`src/rtl/tg_inject_arbiter.sv`:
```
// Shares one router local injection port between N traffic generators (round-robin, packet-locked).
// Latency: request to grant 1 cycle; owner flit to o_flit 1 cycle (registered).
// Backpressure: i_port_ready gates new grants only in IDLE; losing requests simply stay pending.
module tg_inject_arbiter #(
    parameter int          N         = 4,
    parameter int          FLIT_W    = 32,
    parameter int          TYPE_LSB  = 28,
    parameter logic [1:0]  TAIL_CODE = 2'b11,
    parameter int          TIMEOUT   = 16,
    parameter int          CNT_W     = 16,
    localparam int         OW        = (N > 1) ? $clog2(N) : 1
) (
    input  logic                  clk,
    input  logic                  reset_n,
    input  logic                  i_enable,
    input  logic [N-1:0]          i_req,
    output logic [N-1:0]          o_grant,
    input  logic [N*FLIT_W-1:0]   i_flit,
    input  logic                  i_port_ready,
    output logic [FLIT_W-1:0]     o_flit,
    output logic [OW-1:0]         o_owner,
    output logic                  o_busy,
    output logic                  o_timeout,
    output logic                  o_err,
    output logic [CNT_W-1:0]      o_pkt_cnt
);

    localparam int TW = $clog2(TIMEOUT + 1);

    localparam logic [2:0] S_IDLE    = 3'd0;
    localparam logic [2:0] S_GRANT   = 3'd1;
    localparam logic [2:0] S_WAIT    = 3'd2;
    localparam logic [2:0] S_STREAM  = 3'd3;
    localparam logic [2:0] S_RELEASE = 3'd4;

    logic [2:0]        state_q, state_d;
    logic [OW-1:0]     owner_q, owner_d;
    logic [OW-1:0]     ptr_q,   ptr_d;
    logic [TW-1:0]     timer_q, timer_d;
    logic [FLIT_W-1:0] flit_q,  flit_d;
    logic [CNT_W-1:0]  cnt_q,   cnt_d;
    logic              tail_q,  tail_d;

    logic [FLIT_W-1:0] lane [N];
    logic [FLIT_W-1:0] own_flit;
    logic              own_vld;
    logic              own_tail;
    logic              win_vld;
    logic [OW-1:0]     win_idx;
    logic              timeout_c;
    logic              err_c;

    // Split the flat flit bus into per-generator lanes
    for (genvar g = 0; g < N; g++) begin : g_lane
        assign lane[g] = i_flit[g*FLIT_W +: FLIT_W];
    end

    // Only the current owner's lane is ever looked at
    assign own_flit = lane[owner_q];
    assign own_vld  = own_flit[FLIT_W-1];
    assign own_tail = own_vld && (own_flit[TYPE_LSB +: 2] == TAIL_CODE);

    // Round-robin pick: first requester at or above the pointer, wrapping to 0.
    // Scanning from the far end down lets the nearest hit overwrite earlier ones.
    always_comb begin
        int idx;
        idx     = 0;
        win_vld = 1'b0;
        win_idx = '0;
        for (int i = N - 1; i >= 0; i--) begin
            idx = int'(ptr_q) + i;
            if (idx >= N) begin
                idx = idx - N;
            end
            if (i_req[idx]) begin
                win_vld = 1'b1;
                win_idx = OW'(idx);
            end
        end
    end

    // Packet-lock FSM: grant, wait for head, stream to tail, release
    always_comb begin
        state_d   = state_q;
        owner_d   = owner_q;
        ptr_d     = ptr_q;
        timer_d   = timer_q;
        flit_d    = '0;
        cnt_d     = cnt_q;
        tail_d    = tail_q;
        timeout_c = 1'b0;
        err_c     = 1'b0;
        case (state_q)
            S_IDLE: begin
                if (i_enable && i_port_ready && win_vld) begin
                    owner_d = win_idx;
                    state_d = S_GRANT;
                end
            end
            S_GRANT: begin
                timer_d = '0;
                tail_d  = 1'b0;
                state_d = S_WAIT;
            end
            S_WAIT: begin
                if (own_vld) begin
                    flit_d = own_flit;
                    if (own_tail) begin
                        tail_d  = 1'b1;
                        state_d = S_RELEASE;
                    end else begin
                        state_d = S_STREAM;
                    end
                end else if (timer_q >= TW'(TIMEOUT)) begin
                    timeout_c = 1'b1;
                    state_d   = S_RELEASE;
                end else begin
                    timer_d = timer_q + 1'b1;
                end
            end
            S_STREAM: begin
                flit_d = own_flit;
                if (!own_vld) begin
                    err_c   = 1'b1;
                    state_d = S_RELEASE;
                end else if (own_tail) begin
                    tail_d  = 1'b1;
                    state_d = S_RELEASE;
                end
            end
            S_RELEASE: begin
                ptr_d   = (owner_q == OW'(N - 1)) ? '0 : owner_q + 1'b1;
                if (tail_q) begin
                    cnt_d = cnt_q + 1'b1;
                end
                owner_d = '0;
                tail_d  = 1'b0;
                timer_d = '0;
                state_d = S_IDLE;
            end
            default: begin
                state_d = S_IDLE;
                owner_d = '0;
            end
        endcase
    end

    // State registers with asynchronous clear
    always_ff @(posedge clk or negedge reset_n) begin
        if (!reset_n) begin
            state_q <= S_IDLE;
            owner_q <= '0;
            ptr_q   <= '0;
            timer_q <= '0;
            flit_q  <= '0;
            cnt_q   <= '0;
            tail_q  <= 1'b0;
        end else begin
            state_q <= state_d;
            owner_q <= owner_d;
            ptr_q   <= ptr_d;
            timer_q <= timer_d;
            flit_q  <= flit_d;
            cnt_q   <= cnt_d;
            tail_q  <= tail_d;
        end
    end

    assign o_grant   = (state_q == S_GRANT) ? ({{(N-1){1'b0}}, 1'b1} << owner_q) : '0;
    assign o_busy    = (state_q != S_IDLE);
    assign o_owner   = owner_q;
    assign o_flit    = flit_q;
    assign o_pkt_cnt = cnt_q;
    assign o_timeout = timeout_c;
    assign o_err     = err_c;

endmodule

```
`config.mk`:
```
export PLATFORM = sky130hd
export DESIGN_NAME = tg_inject_arbiter
export DESIGN_NICKNAME = d
export VERILOG_FILES = /design/src/rtl/tg_inject_arbiter.sv
export SDC_FILE = /design/constraint.sdc
export NUM_CORES = 1
export LEC_CHECK = 0
export BUFFER_PORTS_ARGS = -buffer_cell sky130_fd_sc_hd__buf_2
export CAP_MARGIN = 20
export CORE_MARGIN = 2
export CORE_UTILIZATION = 40
export DETAILED_ROUTE_END_ITERATION = 7
export PLACE_DENSITY = 0.77
export SKIP_LAST_GASP = 1
export SLEW_MARGIN = 20
export SYNTH_ARGS = -nofsm -noshare
export SYNTH_HDL_FRONTEND = slang
export SYNTH_SLANG_ARGS = --single-unit
```
`constraint.sdc`:
```
create_clock -name clk -period 1.85 [get_ports clk]
set_input_delay 0.2775 -clock clk [delete_from_list [all_inputs] [get_ports clk]]
set_output_delay 0.2775 -clock clk [all_outputs]
set_load 0.02 [all_outputs]
```
==> impl.org, run 1 <==
** Outcome
- The run finished, with violations left.
- Failing checks :: setup timing

** Power
- Clock share of power :: 20.2%
- Net switching fraction of the power :: 36.0%
- Combinational share of power :: 49.2%
- Pwr dens :: 1260 mW/mm2
- Sequential cell fraction of total power :: ~31%
- Cell internal power was estimated by the tool at 3.94 mW.
- Switching Power :: 2.22 mW
- Worst vdd ir :: 0.000534 V
- Total leakage power :: 2.48 nW

** STA
- Achievable clock frequency :: 491 MHz
- For the pin with the worst max-slew slack, the measured transition is 364 ps.
- Final cycle utilization of the critical path :: 110%
- Time the worst path needs with I/O delays and setup :: 2040 ps
- The number of hold violations in the final report is 0.
- Min Hold Slack :: 206 ps
- Pins Over Slew Limit :: 0
- Setup violations remaining at the end of the flow were counted as 3.
- Worst Slack Setup Final :: -187 ps
- The worst pin sits at a relative slew slack of 75.1%.
- Setup repair after global routing could not meet its margin everywhere.
- Post-route clock skew :: 7.20 ps

** Min path
- Min-Delay Path Class :: in -> reg
- The worst hold path passes through 3 cells.

** Layout
- The filler cells instantiated in the layout total 661.
- Final Instance Count excl. Fillers :: 573
- Core Util, Final :: 62.3%
- Share of cells above drive strength 1 :: 58.8%
- Number of nets in the layout :: 608
- Post-synthesis to final-layout area growth :: 49.2%
- The repair_antennas step left the layout with diodes totalling 0.

** Critical path
- STA puts the critical path data required time at 1570 ps.
- STA classifies the critical path endpoint as an output pin.
- Setup CP Type :: reg -> out
- Most common cell type on the critical path :: sky130_fd_sc_hd__buf_6
- Length in cells of the worst reg-to-reg path :: 5
- Of all nets on the critical path, the largest fanout is 3.
- Data arrival at the endpoint of the critical path :: 1760 ps
- The slowest stage of the critical path is the sky130_fd_sc_hd__mux4_2 cell.
- Startpoint type of the worst setup path :: flip-flop
- The signal on the critical path passes through mux4_2 > buf_6 > nor2_4 > and3_4 > buf_6.
- The largest single stage delay on the critical path is around 520 ps.

** Die
- Overall die area :: 0.00893 mm2
- The floorplan has 32 rows.
- Die outline height :: 94.5 um
- Once the floorplan was initialized, standard cells occupied roughly two fifths of the core.
- In this run the horizontal extent of the chip is 94.5 um.
- IO Count :: 193
- The core region is 0.00785 mm2.

** Clock network
- Clock-pin slew was measured on the worst setup and hold paths at ~70 ps.
- The H-tree was split into 3 levels.
- The number of clock buffers added by TritonCTS is 9.
- Worst-Skew Late Latency :: 330 ps
- The tree is rooted in a sky130_fd_sc_hd__clkbuf_8.
- In this run the deepest clock path goes through 2 buffers.
- Clock sinks :: 61
- Clock tree from TritonCTS :: yes

** Global routing
- The number of antenna violations at the first check in global routing came to 0.
- Entering global routing, the biggest net connects 62 pins.
- The via count of the first global-routing pass was about 3000.
- Sum of overflow across all layers after global routing :: 0
- The first global-routing pass estimated around 14 mm of wire.
- Combined global-route utilization of all metal layers :: 21.4%

** Detailed routing
- The final route contains 2917 vias.
- Count of nets left with antenna violations after detail routing :: 0
- Drt first pass iters :: 5
- WL final :: ~9.6 mm
- For this run, design rule violations remaining after detail routing come to 0.
- In the final routed layout, each cell accounts on average for 16.7 um.
- Initial DRC Count :: 111
- Vias per std cell :: 5.09

** Yosys
- Post-synth EDFFs :: 0
- Cell Area, Synth :: 0.00327 mm2
- Post-synthesis instance total :: about 260
- Most frequently used cell type in the post-synthesis netlist :: sky130_fd_sc_hd__dfrtp_1
- Ranked by instance count, the synthesized netlist is headed by sky130_fd_sc_hd__dfrtp_1, sky130_fd_sc_hd__mux4_2, sky130_fd_sc_hd__nor2b_1.
- Combinational family with the most area after synthesis :: multiplexers
- After synthesis, the netlist uses 34 different library cells.
- Area share of the largest cell type after synthesis :: between 40 and 50%
- Library cell with the largest summed area after synthesis :: sky130_fd_sc_hd__dfrtp_1
- Share of flip-flops with an asynchronous set or reset :: 100%
- Mux share of post-synthesis cell area :: 23.9%
- Sorting the synthesized cells by area gives the leading types as sky130_fd_sc_hd__dfrtp_1, sky130_fd_sc_hd__mux4_2, sky130_fd_sc_hd__nor2b_1.
- Post-synthesis share of cell area spent on xor and xnor gates :: under 10%
- The share of the Yosys chip area taken by registers is 46.6%.
- After synthesis the netlist holds a flip-flop and latch count of 61.
- Of the total synthesized cell area, the portion taken by AND, OR, NAND and NOR gates is between 10% and 20%.
- Mean instance size in the synthesized netlist :: 12.7 um2
- After Yosys synthesis, full adders, half adders and majority gates account for approximately 2.3% of the synthesized area.
- In the synthesized netlist the dominant register cell turns out to be sky130_fd_sc_hd__dfrtp_1.
- Summing the areas of all compound-gate instances in the mapped netlist gives 3.25% of the synthesized area.
- Synthesis produced a netlist with a net count of 399.
- Number of warnings reported in the yosys synthesis log :: 0

** Place
- HPWL Detailed :: about 7.0 mm
- Port buffering added roughly 190 buffers.
- Inst Count DP :: approximately 550
- The congestion estimate from routability-driven global placement came to between 0.8 and 0.9.

** Job
- Maximum capacitance violations :: 0
## power groups by stage
stage               clock network, mW  registers, mW  logic [mW]
finish                           1.25           1.88        3.04
global route                     1.35           1.92        3.29
CTS                              1.28           1.88        2.97
detailed placement                  0           1.88        2.63
global placement                    0           1.86        2.57
floorplan                           0           2.11        1.53
## placed cells by master (no fill, tap or decap), drive strengths merged, types with 2 or more instances in the layout
cell type,count
nand2,21
or3,2
inv,8
buf,208
and2,5
or4,2
nand2b,4
clkbuf,13
nor2,9
and3,5
mux2i,4
o21ai,5
nand3,7
dfrtp,61
ha,6
a211o,2
mux2,2
xor2,3
xnor2,13
a32o,2
a21oi,4
bufbuf,2
nor2b,32
mux4,32
nand4,8
## stage by stage
stage | worst slack, ps | TNS (ps) | area, um2 | total power [mW]
2_1_floorplan | -204 | -810 | 3280 | 3.64
3_3_place_gp | 76.3 | 0 | 4410 | 4.42
3_5_place_dp | 20.4 | 0 | 4410 | 4.51
4_1_cts | -177 | -1050 | 4810 | 6.13
5_1_grt | -244 | -748 | 4890 | 6.56
6_report | -187 | -395 | 4890 | 6.16
## state kept, by name, indices dropped and copies added, names as in the netlist
register / cells
timer_q: 5
o_pkt_cnt: 16
ptr_q: 2
o_owner: 2
o_flit: 32
tail_q: 1
state_q: 3
## layer usage
layer	routed length [um]	share of wire, %	track usage (%)
met1	3500	37	24.5
met2	5090	53	38.5
met3	895	9.4	6.54
met4	76	0.79	6.04
met5	0	0	0
## kinds of logic (layout without fill, tap and decap cells)
group | after synthesis | after routing
compound gates | 16 | 16
fa+ha+maj | 6 | 6
flops | 61 | 61
buf+inv | 21 | 235
mux | 38 | 38
xor+xnor | 16 | 16
simple gates | 99 | 99
## area by class of cell
cell class	instances	area (um2)	area share, %
sequential	61	1530	31.3
tap	102	128	2.61
multi-input combinational	175	1720	35.2
clock buffer	13	169	3.46
clock inverter	3	42.5	0.871
timing repair buffer	211	1260	25.8
inverter	8	32.5	0.666
## repair_timing
action                                  CTS  global route
endpoints found under the setup margin    6            22
resized for setup                        20            19
gates cloned                              2             0
buffers inserted                          6             3
endpoints found under the hold margin    61             0
hold buffers                              1             0
pin swaps                                 1             2
## worst max-delay path: cells and delay by family, from the launching register on
| kind | cells | cell delay, ps |
|---|---|---|
| multiplexers | 1 | 520 |
| buffers and inverters | 2 | 250 |
| flip-flops | 1 | 370 |
| AND/OR/NAND/NOR | 2 | 290 |
## final timing paths
path	startpoint	end	slack [ps]
hold / removal	i_port_ready	state_q[0]$_DFFE_PN0P_	210
setup / recovery	o_owner[0]$_DFFE_PN0P_	o_timeout	-190
hold reg to reg	o_pkt_cnt[15]$_DFFE_PN0P_	o_pkt_cnt[15]$_DFFE_PN0P_	470
max in group asynchronous	reset_n	o_owner[0]$_DFFE_PN0P_	1080
setup reg to reg	o_owner[0]$_DFFE_PN0P_	timer_q[3]$_DFFE_PN0P_	-100
min in group asynchronous	reset_n	o_pkt_cnt[2]$_DFFE_PN0P_	480
Note: power is estimated with default switching activity, not from simulation.
==> inputs of run 2 (changes only) <==
PLACE_DENSITY = 0.86   (was 0.77)
==> run 2 against run 1 <==
Effect of this change: the run still ends with setup timing left; first-iteration DRC count is 2.7% higher; final cell count is 1.2% lower; clock skew is 1.2 ps lower; global-route usage is 0.91 points higher; core utilization is 2.0 points lower; non-clock buffer count is 4 lower; combinational power is 3% lower; die area stayed put; count of clock-buffer cells in the layout is 3 lower; worst hold slack better by 28 ps; largest power group unchanged.
==> impl.org, run 2 (same netlist as run 1, synthesis figures left out) <==
** Critical path
- CP max FO :: 3
- Length in cells of the worst reg-to-reg path :: 4
- At the worst endpoint, the required time is 1570 ps.
- Setup CP Type :: reg -> out
- Crit. End Element :: output pin
- Launch point of the worst reg-to-reg path :: o_owner[0]$_DFFE_PN0P_
- The worst setup path is launched from a flip-flop.
- For flop-to-flop paths, the worst setup slack is around 10 ps.
- Data arrival at the endpoint of the critical path :: around 1700 ps
- In this run the critical register-to-register path is captured at timer_q[3]$_DFFE_PN0P_.

** STA
- Setup repair after global routing could not meet its margin everywhere.
- Min Hold Slack :: 233 ps
- Setup violations remaining at the end of the flow were counted as 2.
- The worst pin sits at a relative slew slack of 73.2%.
- After layout, the minimum clock period comes to 1980 ps.
- Setup TNS :: -138 ps
- Setup slack on the critical path of the routed design comes to -128 ps.
- Achievable clock frequency :: 506 MHz
- Pins Over Slew Limit :: 0
- For the pin with the worst max-slew slack, the measured transition is roughly 400 ps.
- The number of hold violations in the final report was 0.
- Final cycle utilization of the critical path :: 107%
- For the final database, setup skew stands at 6.00 ps.

** Die
- CORE AREA :: 0.00785 mm2
- The floorplan step set the die height to about 94 um.
- In this run the horizontal extent of the chip is 94.5 um.
- Standard-cell row count :: 32
- Pin placement for this block handled 193 I/O pins.
- The die covers 0.00893 mm2.
- Once the floorplan was initialized, standard cells occupied a little over two fifths of the core.

** Detailed routing
- In this run the remaining antenna-violating nets after routing total 0.
- Dividing the detail-routed via count by the number of cells gives 5.22.
- WL final :: 10.1 mm
- Drc violations :: 0
- In the final routed layout, each cell accounts on average for approximately 18 um.
- The pre-antenna-repair detailed-routing pass consisted of 4 iterations.
- The detailed router finished its first iteration with approximately 110 violations.
- The detailed router placed 2954 vias in this run.

** Clock network
- Worst-Skew Late Latency :: 330 ps
- The clock net in this run drives a total of 61 sinks.
- Max H-tree Level :: 3
- The longest clock path from root to sink contains 2 buffers.
- Counting the buffers created by CTS gives 9.
- TritonCTS built the clock tree.
- In this run the clock root is driven by a sky130_fd_sc_hd__clkbuf_8.
- Clock slew at the register clock pins of the worst setup and hold paths :: about 70 ps

** Power
- Dividing total power by cell area gives a power density of about 1200 mW/mm2.
- Cell internal power was estimated by the tool at 3.62 mW.
- Net switching fraction of the power :: 37.6%
- Total power for the finished layout comes to a little under 6 mW.
- The clock network burns 16.8% of the power.
- Combinational logic burns 51.0% of the power.
- Sequential cell fraction of total power :: between 30% and 40%
- Switching Power :: 2.18 mW
- The analysis attributes to cell leakage a power of 2.43 nW.
- The worst-case IR drop observed on VDD is 0.000555 V.

** Min path
- Number of cells on the worst hold path :: 3
- In this run the most critical hold path is launched from i_port_ready.
- The tightest min-delay check is of the in -> reg type.
- The worst hold path terminates at state_q[0]$_DFFE_PN0P_.

** Place
- The placed instances occupy a cell area of roughly 0.0044 mm2.
- In this run the tool buffered the top-level ports with between 150 and 200 buffer cells.
- HPWL Detailed :: about 7.5 mm
- Inst Count DP :: about 550
- Prior to clock tree synthesis, the placed netlist has a worst setup slack of -20.8 ps.
- Weighted congestion at the end of routability-driven global placement :: 0.911

** Global routing
- The via count of the first global-routing pass is 3060.
- Entering global routing, the biggest net connects 62 pins.
- Initial antenna violation count :: 0
- Sum of overflow across all layers after global routing :: 0
- Combined global-route utilization of all metal layers :: ~22%
- First-pass GRT wire length :: around 15 mm

** Layout
- Antenna cells :: 0
- Cell area after layout :: 0.00473 mm2
- Core Util, Final :: approximately three fifths
- Most common library cell in the layout ignoring fill and taps :: sky130_fd_sc_hd__buf_2
- The final layout contains 604 nets.
- Relative to the synthesized area, the layout overhead comes to 44.4%.
- Share of cells above drive strength 1 :: 56.9%
- For this run, the number of standard cells in the final layout without fillers is 566.
- The top cell types in the final layout, fill and taps aside, are sky130_fd_sc_hd__buf_2, sky130_fd_sc_hd__dfrtp_1, sky130_fd_sc_hd__mux4_2.
- The register with the most flip-flops in the layout has 32 of them.

** Outcome
- The checks that failed: setup timing.
- Run status :: finished with violations

** Job
- Maximum capacitance violations :: 0
## run 2: changes by cell type in the layout (fill, tap and decap cells not counted), moves of 2 or more
cell	delta
sky130_fd_sc_hd__buf_6	-5
sky130_fd_sc_hd__and2_1	+4
sky130_fd_sc_hd__and2_4	-4
sky130_fd_sc_hd__buf_2	+2
sky130_fd_sc_hd__clkbuf_8	-2
sky130_fd_sc_hd__clkinv_2	+2
sky130_fd_sc_hd__nor2_4	-2
## run 2: power by group through the flow
stage	clock [mW]	sequential, mW	combinational, mW
after global placement	0	1.84	2.59
after CTS	1.01	1.84	2.92
after floorplan	0	2.11	1.53
after detailed placement	0	1.86	2.67
final	0.977	1.86	2.96
after global routing	1.08	1.90	3.20
## run 2: critical path: stages, from the launching register on
cell,delay [ps]
sky130_fd_sc_hd__dfrtp_2,370
sky130_fd_sc_hd__mux4_2,520
sky130_fd_sc_hd__buf_6,140
sky130_fd_sc_hd__nor2_4,70
sky130_fd_sc_hd__and3_1,160
sky130_fd_sc_hd__buf_6,120
## run 2: worst max path at each step
| stage | from | endpoint | slack [ps] |
|---|---|---|---|
| 6_report | o_owner[0]$_DFFE_PN0P_ | o_timeout | -130 |
| 4_1_cts | o_owner[0]$_DFFE_PN0P_ | o_timeout | -140 |
| 5_1_grt | o_owner[0]$_DFFE_PN0P_ | o_timeout | -180 |
| 3_5_place_dp | o_owner[0]$_DFFE_PN0P_ | timer_q[1]$_DFFE_PN0P_ | -20 |
| 3_3_place_gp | o_owner[0]$_DFFE_PN0P_ | timer_q[3]$_DFFE_PN0P_ | 30 |
| 2_1_floorplan | o_owner[0]$_DFFE_PN0P_ | timer_q[3]$_DFFE_PN0P_ | -200 |
## run 2: repair_timing
action	4_1_cts	5_1_grt
buffers inserted	5	0
hold buffers	1	0
cloned	1	1
endpoints found under the hold margin	61	0
endpoints found under the setup margin	7	8
gates resized for setup	13	6
pin swaps	2	0
## run 2: area by class of cell
type | count | area (um2)
Multi-Input combinational cell | 175 | 1680
Sequential cell | 61 | 1530
Clock inverter | 3 | 15.0
Fill cell | 676 | 3120
Tap cell | 102 | 128
Timing Repair Buffer | 207 | 1210
Inverter | 8 | 30.0
Clock buffer | 10 | 138
## run 2: routing by layer
metal / routed length [um] / track usage, % / part of all wire [%] / up-vias
met5: 0 / 0 / 0 / -
met4: 210 / 8.70 / 2.1 / 0
met3: 631 / 4.55 / 6.2 / 20
met2: 5570 / 40.2 / 55 / 153
met1: 3730 / 26.0 / 37 / 1440
li1: - / - / - / 1341
